File: config.mk
export PLATFORM = sky130hd
export DESIGN_NAME = inst_buffer
export DESIGN_NICKNAME = d
export VERILOG_FILES = /design/src/rtl/inst_buffer_pkg.sv /design/src/rtl/inst_buffer.sv
export SDC_FILE = /design/constraint.sdc
export NUM_CORES = 1
export LEC_CHECK = 0
export BUFFER_PORTS_ARGS = -buffer_cell sky130_fd_sc_hd__buf_2
export CAP_MARGIN = 15
export CORE_UTILIZATION = 54
export CTS_CLUSTER_DIAMETER = 40
export DETAILED_ROUTE_END_ITERATION = 8
export MAX_ROUTING_LAYER = met4
export PLACE_DENSITY_LB_ADDON = 0.3
export SYNTH_ARGS = -nofsm -noshare
export SYNTH_HDL_FRONTEND = slang
export SYNTH_SLANG_ARGS = --single-unit
File: constraint.sdc
create_clock -name clk -period 8.92 [get_ports clk]
set_clock_uncertainty 0.2 [all_clocks]
set_input_delay 0.446 -clock clk [delete_from_list [all_inputs] [get_ports clk]]
set_output_delay 0.446 -clock clk [all_outputs]
set_load 0.02 [all_outputs]
File: src/rtl/inst_buffer_pkg.sv
// Shared types for the fetch-to-decode instruction buffer: the buffered entry
// layout and the 7-bit exception cause codes carried in its tags.
package inst_buffer_pkg;

  localparam int IB_DEPTH_DEFAULT = 8;
  localparam int EXC_SLOTS        = 6;
  localparam int EXC_CODE_W       = 7;

  // Cause codes, matching csr_define.sv
  localparam logic [EXC_CODE_W-1:0] EXC_INT  = 7'h00;
  localparam logic [EXC_CODE_W-1:0] EXC_PIL  = 7'h01;
  localparam logic [EXC_CODE_W-1:0] EXC_PIS  = 7'h02;
  localparam logic [EXC_CODE_W-1:0] EXC_PIF  = 7'h03;
  localparam logic [EXC_CODE_W-1:0] EXC_PME  = 7'h04;
  localparam logic [EXC_CODE_W-1:0] EXC_PPI  = 7'h07;
  localparam logic [EXC_CODE_W-1:0] EXC_ADEF = 7'h08;
  localparam logic [EXC_CODE_W-1:0] EXC_ALE  = 7'h09;
  localparam logic [EXC_CODE_W-1:0] EXC_SYS  = 7'h0b;
  localparam logic [EXC_CODE_W-1:0] EXC_BRK  = 7'h0c;
  localparam logic [EXC_CODE_W-1:0] EXC_INE  = 7'h0d;
  localparam logic [EXC_CODE_W-1:0] EXC_TLBR = 7'h3f;

  typedef struct packed {
    logic [31:0]                                pc;
    logic [31:0]                                inst;
    logic [EXC_SLOTS-1:0]                       is_exception;
    logic [EXC_SLOTS-1:0][EXC_CODE_W-1:0]       exception_cause;
  } inst_buffer_entry_t;

endpackage

File: src/rtl/inst_buffer.sv
// Circular instruction FIFO between fetch and dual-issue decode: one push per
// cycle, up to two in-order pops per cycle, early stall, and full flush.
module inst_buffer
  import inst_buffer_pkg::*;
#(
  parameter int DEPTH = IB_DEPTH_DEFAULT
) (
  input  logic                       clk,
  input  logic                       rst,
  input  logic                       flush,
  input  logic                       fetch_valid,
  input  inst_buffer_entry_t         fetch_entry,
  input  logic                       dec_ready_1,
  input  logic                       dec_ready_2,
  output logic                       dec_valid_1,
  output logic                       dec_valid_2,
  output inst_buffer_entry_t         dec_entry_1,
  output inst_buffer_entry_t         dec_entry_2,
  output logic                       stall,
  output logic [$clog2(DEPTH):0]     count
);

  localparam int PW = $clog2(DEPTH);
  localparam int CW = PW + 1;

  inst_buffer_entry_t mem [DEPTH];
  logic [PW-1:0]      head;
  logic [PW-1:0]      tail;
  logic [PW-1:0]      head_p1;
  logic               push;
  logic               pop1;
  logic               pop2;
  logic               clear;

  // Handshake: an entry transfers to decode slot N in a cycle where
  // dec_valid_N and dec_ready_N are both high; slot 2 transfers only when
  // slot 1 also transfers, so decode always receives entries in program order.
  always_comb begin
    clear       = rst | flush;
    head_p1     = head + PW'(1);
    dec_valid_1 = (count >= CW'(1)) && !clear;
    dec_valid_2 = (count >= CW'(2)) && !clear;
    dec_entry_1 = mem[head];
    dec_entry_2 = mem[head_p1];
    pop1        = dec_valid_1 & dec_ready_1;
    pop2        = pop1 & dec_valid_2 & dec_ready_2;
    // A full buffer refuses the push even if decode drains an entry this cycle.
    push        = fetch_valid && (count < CW'(DEPTH)) && !clear;
    stall       = count >= CW'(DEPTH - 2);
  end

  // Entry contents are deliberately left untouched on clear.
  always_ff @(posedge clk) begin
    if (clear) begin
      head  <= '0;
      tail  <= '0;
      count <= '0;
    end else begin
      if (push) begin
        mem[tail] <= fetch_entry;
        tail      <= tail + PW'(1);
      end
      head  <= head + PW'(pop1) + PW'(pop2);
      count <= count + CW'(push) - CW'(pop1) - CW'(pop2);
    end
  end

endmodule

# == Word level (Yosys, flattened, before mapping) ==
# Memory sizes are Yosys's and may differ from the RTL's. A register that Yosys moved wholly into a read port is not among the register bits.
# Cells that the tools add are included.
# word_totals
output_inout_bits,231
register_bits,10
memories,1
ram_bits,896
# memory_table
memory,depth,word_bits,rd,rd_ports_with_merged_regs,write_ports,line,source
mem,8,112,2,1,1,inst_buffer.sv:26,inst_buffer_entry_t mem [DEPTH];
# op_classes
add_sub_neg,7
n_mux,4
magnitude_cmp,4
n_bitwise,4
reduce_logical,5
# ops
op,n
4-bit by 1-bit subtractor with 4-bit output,2
3-bit by 1-bit adder with 3-bit output,2
"3-bit by 1-bit adder with 3-bit output, second input constant",2
4-bit by 1-bit adder with 4-bit output,1
"4-bit by 1-bit >= comparator with 1-bit output, second input constant",1
"4-bit by 2-bit >= comparator with 1-bit output, second input constant",1
"4-bit by 3-bit >= comparator with 1-bit output, second input constant",1
1-bit logical AND,4
"4-bit less-than comparator, second input constant",1
1-bit bitwise AND,3
1-bit two-way mux,3
3-bit two-way mux,1
1-bit zero test,1
1-bit bitwise OR,1

# == Depth between registers and ports, before layout ==
# Gate-level depths: netlist (run 1).
# logic_depth
word_depth,8
depth_mapped,12

# == Worst setup path after synthesis (run 1) ==
# No wires, ideal clock.
# synth_timing
path_kind,in2reg
from,input flush
to,"memory mem[1][0] in the netlist's numbering, enable pin"
path_slack_ps,-636
t_arrival_ps,8636
path_stages,3
path_buffers,0
required_time_ps,8000
path_cell_list,nor4b_1 nand2_1 nor3_1
# synth_via
elab_chain_len,6
# synth_lines
element,line,source
from (decl),inst_buffer.sv:10,"input logic flush,"
1-bit bitwise OR (*),inst_buffer.sv:39,clear = rst | flush;
1-bit zero test,inst_buffer.sv:48,push = fetch_valid && (count < CW'(DEPTH)) && !clear;
1-bit logical AND,inst_buffer.sv:48,
1-bit two-way mux,inst_buffer.sv:59,if (push) begin
1-bit two-way mux (*),inst_buffer.sv:54,if (clear) begin
1-bit two-way mux (not written as such) (*),inst_buffer.sv:60,mem[tail] <= fetch_entry;
to (decl),inst_buffer.sv:26,
# Mark *: on every way between the ends. The rest lies on a longest branch, timed or not.

==> summary.md, run 1 <==
| Metric | Value |
|---|---|
| Status | `complete, no violations` |
| Dpl ws | `3900 ps` |
| Post-Synthesis Cells | `2545` |
| Die ar. | `80000 µm²` |
| Clock network fraction of total power | `51.7%` |
| Max VDD drop | `0.150 mV` |
| Dominant cell type by area after synthesis | `edfxtp_1` |
| Lkg Pwr | `16.8 nW` |
| GR Overflow Total | `0` |
| Die width | `283 µm` |
| First-pass GRT wire length | `159 mm` |
| Post-synth EDFFs | `896` |
| Seq pwr share | `45.9%` |
| Synthesized area | `42600 µm²` |
| Post-CTS setup buffer count | `0` |
| Synth area leaders | `edfxtp_1, mux4_2, mux2i_1, a2111oi_0, and3_1` |
| Number of setup violations in the final report | `0` |
| # IOs | `349` |
| H-Tree Depth | `4` |
| Flops & latches, synth | `906` |
| Layout Nets | `3071` |
| Critical Path RT | `8270 ps` |
| Synthesis Warnings | `0` |
| CTS buffer count | `132` |
| Count of final hold-check violations | `0` |
| DRT Pass-1 Iters | `7` |
| Final Core Density | `65.4%` |
| Vias/cell | `6.45` |
| Min-Delay Path Class | `primary input to flip-flop` |
| Detail Route Antenna Nets | `0` |
| Synthesized Nets | `2674` |
| Relative slew slack | `21.4%` |
| Nature of the critical path endpoint | `output port` |
| Setup TNS | `0 ps` |
| Vias in the first global route | `27600` |
| Area delta synth->final | `19.4%` |
| Most used DFF post-synth | `edfxtp_1` |
| Switch share | `20.7%` |
| Total core area | `77700 µm²` |
| Initial antenna violation count | `6` |
| Synth unique cells | `32` |
| Crit Path Category | `flip-flop to output port` |
| Placed cell count | `3732` |
| Routed wire length | `106 mm` |
| Hold Slack | `234 ps` |
| Period utilisation layout | `65.2%` |
| TritonCTS clock tree | `built` |
| Average size of a mapped cell | `16.7 µm²` |
| Register area share after synthesis | `63.6%` |
| Combinational share of power | `2.5%` |
| Final worst slack | `3110 ps` |
| Num rows | `102` |
| Int Pwr | `0.00815 W` |
| Critical Path AT | `5170 ps` |
| Clock latency at the later pin of the worst-skew pair | `710 ps` |
| Largest net degree at the start of global routing | `249` |
| CP Max Fanout | `179` |
| Max_cap viols | `0` |
| Chip height | `283 µm` |
| Power Density | `202 nW/µm²` |
| Filler instances | `5251` |
| Routability congestion estimate | `0.818` |
| Non-Filler Instances | `4096` |
| RSZ-0062 raised after global routing | `false` |
| F_max | `172 MHz` |
| Initial Util | `54.8%` |
| Synth top area share | `63.2%` |
| WL/cell | `25.9 µm` |
| FFs w/ async S/R, synth | `0%` |
| Tightest Pin Transition | `1180 ps` |
| Routed vias | `26400` |
| Clock Path Buffers | `3` |
| Switching power | `0.00213 W` |
| IO buf count | `348` |
| Fin crit period | `5810 ps` |
| Initial drt markers | `2213` |
| DRC errors left | `0` |
| Layout cells sized above 1 | `31.1%` |
| DP HPWL | `57.0 mm` |
| Max-slew violations | `0` |
| CTS sink count | `906` |
| GR Util All Layers | `27.2%` |
| Root buf cell | `clkbuf_16` |
| Element type at the critical path start | `flip-flop` |
| Clk slew on worst S/H paths | `60 ps` |
[power by group through the flow]
stage | Combinational, W | Clock (W) | Sequential, W
4_1_cts | 0.000253 | 0.00539 | 0.00471
5_1_grt | 0.000270 | 0.00558 | 0.00471
3_5_place_dp | 0.000207 | 0 | 0.00480
3_3_place_gp | 0.000198 | 0 | 0.00480
6_report | 0.000253 | 0.00531 | 0.00472
2_1_floorplan | 0.0000902 | 0 | 0.00480
[state kept, by name, summed over array words and instances, names as in the netlist]
register	flops
mem	896
count	4
tail	3
head	3
[placed cells by master (no fill, tap or decap), drive strengths merged, types with 4 or more instances in the layout]
cell type and instances:
dlygate4sd3 116, edfxtp 896, clkinvlp 13, dfxtp 10
clkbuf 147, xnor2 4, diode 6, inv 24
nor2 13, a2111oi 224, bufinv 18, ha 8
mux2 112, buf 383, and3 225, nor2b 225
mux2i 225, nor4 112, mux4 224, clkinv 47
and2 5
[path summary, 6_finish.rpt]
kind / start / to / slack, ps / cells after the start
worst max register to register: count[3]$_SDFF_PP0_ / mem[7][65]$_DFFE_PP_ / 5170 / 4
worst max-delay path: head[0]$_SDFF_PP0_ / dec_entry_2[79] / 3110 / 7
worst min register to register: tail[0]$_SDFFE_PP0P_ / tail[0]$_SDFFE_PP0P_ / 380 / 2
worst min-delay path: dec_ready_1 / head[1]$_SDFF_PP0_ / 230 / 5
[synthesized netlist by cell type (2+ instances only)]
| cell type | n |
|---|---|
| a2111oi_0 | 224 |
| a21oi_1 | 2 |
| and2_1 | 5 |
| and3_1 | 225 |
| buf_1 | 15 |
| buf_2 | 67 |
| buf_4 | 3 |
| buf_6 | 9 |
| clkbuf_1 | 142 |
| dfxtp_1 | 10 |
| edfxtp_1 | 896 |
| fa_1 | 3 |
| ha_1 | 8 |
| inv_1 | 7 |
| mux2_2 | 112 |
| mux2i_1 | 225 |
| mux4_2 | 224 |
| nand2_1 | 2 |
| nand2b_1 | 3 |
| nor2_1 | 13 |
| nor2b_1 | 225 |
| nor3_1 | 2 |
| nor4_1 | 112 |
| xnor2_1 | 3 |
[what timing repair did]
item / CTS / global route
hold buffers: 116 / 0
resized for setup: 0 / 0
hold endpoints to repair: 906 / 0
[worst max-delay path, stage by stage (launching register included)]
cell and delay [ps]:
dfxtp_4 690, buf_4 600, buf_12 700, buf_4 1020
mux2i_1 160, and3_1 220, nor4_1 600, buf_2 280
[logic make-up after synthesis]
group / count (synthesis) / synth area share, %
flops: 906 / 63.6
simple gates: 590 / 8.58
mux: 561 / 20.1
buf+inv: 243 / 2.52
compound gates: 228 / 4.65
fa+ha+maj: 11 / 0.376
xor+xnor: 6 / 0.159
[area by class of cell]
type	count	area [µm²]	share of cell area, %
antenna	6	15.0	0.0295
sequential	906	27100	53.3
inverter	7	26.3	0.0517
tap	1040	1300	2.56
clock inverter	95	1200	2.36
multi-input combinational	1396	14500	28.6
clock buffer	147	3420	6.73
timing repair buffer	499	3250	6.40
[stage by stage]
stage                     total power [W]  instance area, µm²
after floorplan                   0.00489               42600
after global placement            0.00500               45100
after detailed placement          0.00501               45100
after CTS                          0.0104               50800
after global routing               0.0106               50900
final                              0.0103               50900
[per-layer routing]
metal	routed length [µm]	GRT usage, %
met3	7670	5.54
met4	3580	11.9
met1	41300	33.3
met2	53700	44.1
met5	0	-
Power figures use the tool's default switching activity.
==> run 2: changes to the inputs <==
--- a/config.mk
+++ b/config.mk
@@ -7,7 +7,7 @@
 export LEC_CHECK = 0
 export BUFFER_PORTS_ARGS = -buffer_cell sky130_fd_sc_hd__buf_2
 export CAP_MARGIN = 15
-export CORE_UTILIZATION = 54
+export CORE_UTILIZATION = 60
 export CTS_CLUSTER_DIAMETER = 40
 export DETAILED_ROUTE_END_ITERATION = 8
 export MAX_ROUTING_LAYER = met4
==> constraint.sdc (replaced) <==
create_clock -name clk -period 5.8 [get_ports clk]
set_clock_uncertainty 0.2 [all_clocks]
set_input_delay 0.29 -clock clk [delete_from_list [all_inputs] [get_ports clk]]
set_output_delay 0.29 -clock clk [all_outputs]
set_load 0.02 [all_outputs]
==> summary.md, run 2 (synthesis results as in run 1) <==
| Metric | Value |
|---|---|
| Clock Path Buffers | `3 (unchanged)` |
| DP HPWL | `56.6 mm (-0.65%)` |
| First-pass GRT wire length | `156 mm (-1.9%)` |
| R2R setup slack | `2340 ps (-2830 ps)` |
| TritonCTS clock tree | `built` |
| Chip height | `268 µm (-5.1%)` |
| DRC errors left | `0 (unchanged)` |
| Clock latency at the later pin of the worst-skew pair | `660 ps (-50 ps)` |
| Relative slew slack | `25.7% (+4.3 points)` |
| Routed vias | `26600 (+0.75%)` |
| Commonest non-fill, non-tap cell in the layout | `edfxtp_1` |
| Layout Nets | `3070 (-0.033%)` |
| DRT Pass-1 Iters | `7 (unchanged)` |
| Total chip power | `0.0150 W (+46%)` |
| Post-CTS sizing | `0 (unchanged)` |
| WL/cell | `26.2 µm (+1.1%)` |
| GR Overflow Total | `0 (unchanged)` |
| Top Layer Used | `met4` |
| Status | `complete, no violations` |
| Met3 Routed Length | `8.43 mm (+9.9%)` |
| Critical Path AT | `4250 ps (-920 ps)` |
| Count of final hold-check violations | `0 (unchanged)` |
| Clk slew on worst S/H paths | `60 ps (about the same)` |
| Number of setup violations in the final report | `0 (unchanged)` |
| Largest net degree at the start of global routing | `197 (-21%)` |
| Layout cells sized above 1 | `30.9% (-0.24 points)` |
| Element type at the critical path start | `flip-flop` |
| Total core area | `70100 µm² (-9.7%)` |
| Root buf cell | `clkbuf_16` |
| Vias/cell | `6.66 (+3.3%)` |
| Largest regs | `mem: 896 flops, count: 4 flops` |
| F_max | `211 MHz` |
| Power Density | `297 nW/µm² (+47%)` |
| Num rows | `97 (-4.9%)` |
| RSZ-0062 raised after global routing | `false` |
| Routed wire length | `105 mm (-1.5%)` |
| Hold path start | `dec_ready_2` |
| Nature of the critical path endpoint | `output port` |
| Die width | `268 µm (-5.1%)` |
| Lkg Pwr | `16.6 nW (-0.95%)` |
| Endpoint, Worst Hold | `head[0]$_SDFF_PP0_` |
| R2R cell count | `5 (+1)` |
| Final Core Density | `71.9% (+6.4 points)` |
| Max reg flops | `896 (unchanged)` |
| Initial drt markers | `2747 (+24%)` |
| Post-CTS setup buffer count | `0 (unchanged)` |
| Max_cap viols | `0 (unchanged)` |
| Period utilisation layout | `81.8%` |
| H-Tree Depth | `3 (-1)` |
| Hold Path Depth | `4 (-1)` |
| # IOs | `349 (unchanged)` |
| Crit Path Category | `flip-flop to output port` |
| Most frequent cells in the layout | `edfxtp_1, buf_2, mux2i_1, and3_1, nor2b_1` |
| Max VDD drop | `0.312 mV (+110%)` |
| Min-Delay Path Class | `primary input to flip-flop` |
| Critical Path RT | `5310 ps (-2960 ps)` |
| CTS buffer count | `121 (-8.3%)` |
| Routability congestion estimate | `0.824 (+0.67%)` |
| Routed met2 length | `52.8 mm (-1.6%)` |
| GR Util All Layers | `29.6% (+2.3 points)` |
| Die ar. | `72100 µm² (-9.9%)` |
| Vias in the first global route | `27500 (-0.60%)` |
| Area delta synth->final | `18.3%` |
| IO buf count | `348 (unchanged)` |
| CP Max Fanout | `168 (-6.1%)` |
| Initial Util | `60.7% (+5.9 points)` |
| Max-slew violations | `0 (unchanged)` |
| Crit Reg-Reg Endpoint | `mem[0][67]$_DFFE_PP_` |
| Detail Route Antenna Nets | `0 (unchanged)` |
| Largest Register | `mem` |
| Tightest Pin Transition | `1110 ps (-64.7 ps)` |
| Fin crit period | `4740 ps` |
| WL met1 | `39.9 mm (-3.2%)` |
| Setup TNS | `0 ps (unchanged)` |
| Initial antenna violation count | `12 (+6)` |
| FF-to-FF Start | `count[3]$_SDFF_PP0_` |
| CTS sink count | `906 (unchanged)` |
[run 2: cell types whose count changed in the layout (fill, tap and decap cells not counted), sizes merged]
cell | previous run | this run
clkinv | 47 | 33
buf | 383 | 392
diode | 6 | 12
bufinv | 18 | 13
clkbuf | 147 | 149
inv | 24 | 22
dlygate4sd3 | 116 | 117
[run 2: timing repair]
| item | 4_1_cts | 5_1_grt |
|---|---|---|
| setup endpoints to repair | 0 | 0 |
| hold endpoints to repair | 906 | 0 |
| hold buffers | 117 | 0 |
[run 2: area by class of cell]
cell class,count,area [µm²]
well taps,940,1180
clock inverters,74,830
multi-input cells,1396,14500
diodes,12,30.0
clock buffers,149,3230
flip-flops and latches,906,27100
inverters,7,26.3
repair buffers,509,3480
fillers,4280,19700
[run 2: power by group]
group	switching (W)	internal, W	leakage [nW]
clock network	0.00280	0.00455	1.96
registers	0.0000165	0.00723	8.15
logic	0.000229	0.000163	6.48
total	0.00304	0.0119	16.6
[run 2: critical path, cell delays in order (launching register included)]
cell and delay [ps]:
dfxtp_4 880, ha_4 930, buf_12 530, a2111oi_0 160, nor4_1 620, buf_2 280
[run 2: worst max path at each step]
| stage | from | end | depth (start not counted) |
|---|---|---|---|
| floorplan | count[3]$_SDFF_PP0_ | mem[7][0]$_DFFE_PP_ | 3 |
| global placement | head[0]$_SDFF_PP0_ | dec_entry_2[104] | 6 |
| CTS | head[0]$_SDFF_PP0_ | dec_entry_2[59] | 5 |
| finish | head[0]$_SDFF_PP0_ | dec_entry_2[59] | 5 |
| global route | head[0]$_SDFF_PP0_ | dec_entry_2[59] | 5 |
| detailed placement | head[0]$_SDFF_PP0_ | dec_entry_2[0] | 6 |
[run 2: per-stage QoR]
stage | cells | instance area [µm²] | hold WS (ps) | setup slack (ps)
global placement | 3640 | 45100 | 348 | 1930
global route | 3992 | 50400 | 106 | 762
floorplan | 2545 | 42600 | 189 | -728
finish | 3993 | 50400 | 51.2 | 1060
detailed placement | 3640 | 45100 | 359 | 1830
CTS | 3980 | 50400 | 2.47 | 1050
[run 2: metal layers]
layer / vias up / global-route usage [%]
li1: 11500 / -
met1: 13500 / 37.3
met2: 1391 / 48.0
met3: 269 / 5.27
met4: 0 / 11.7
met5: - / -
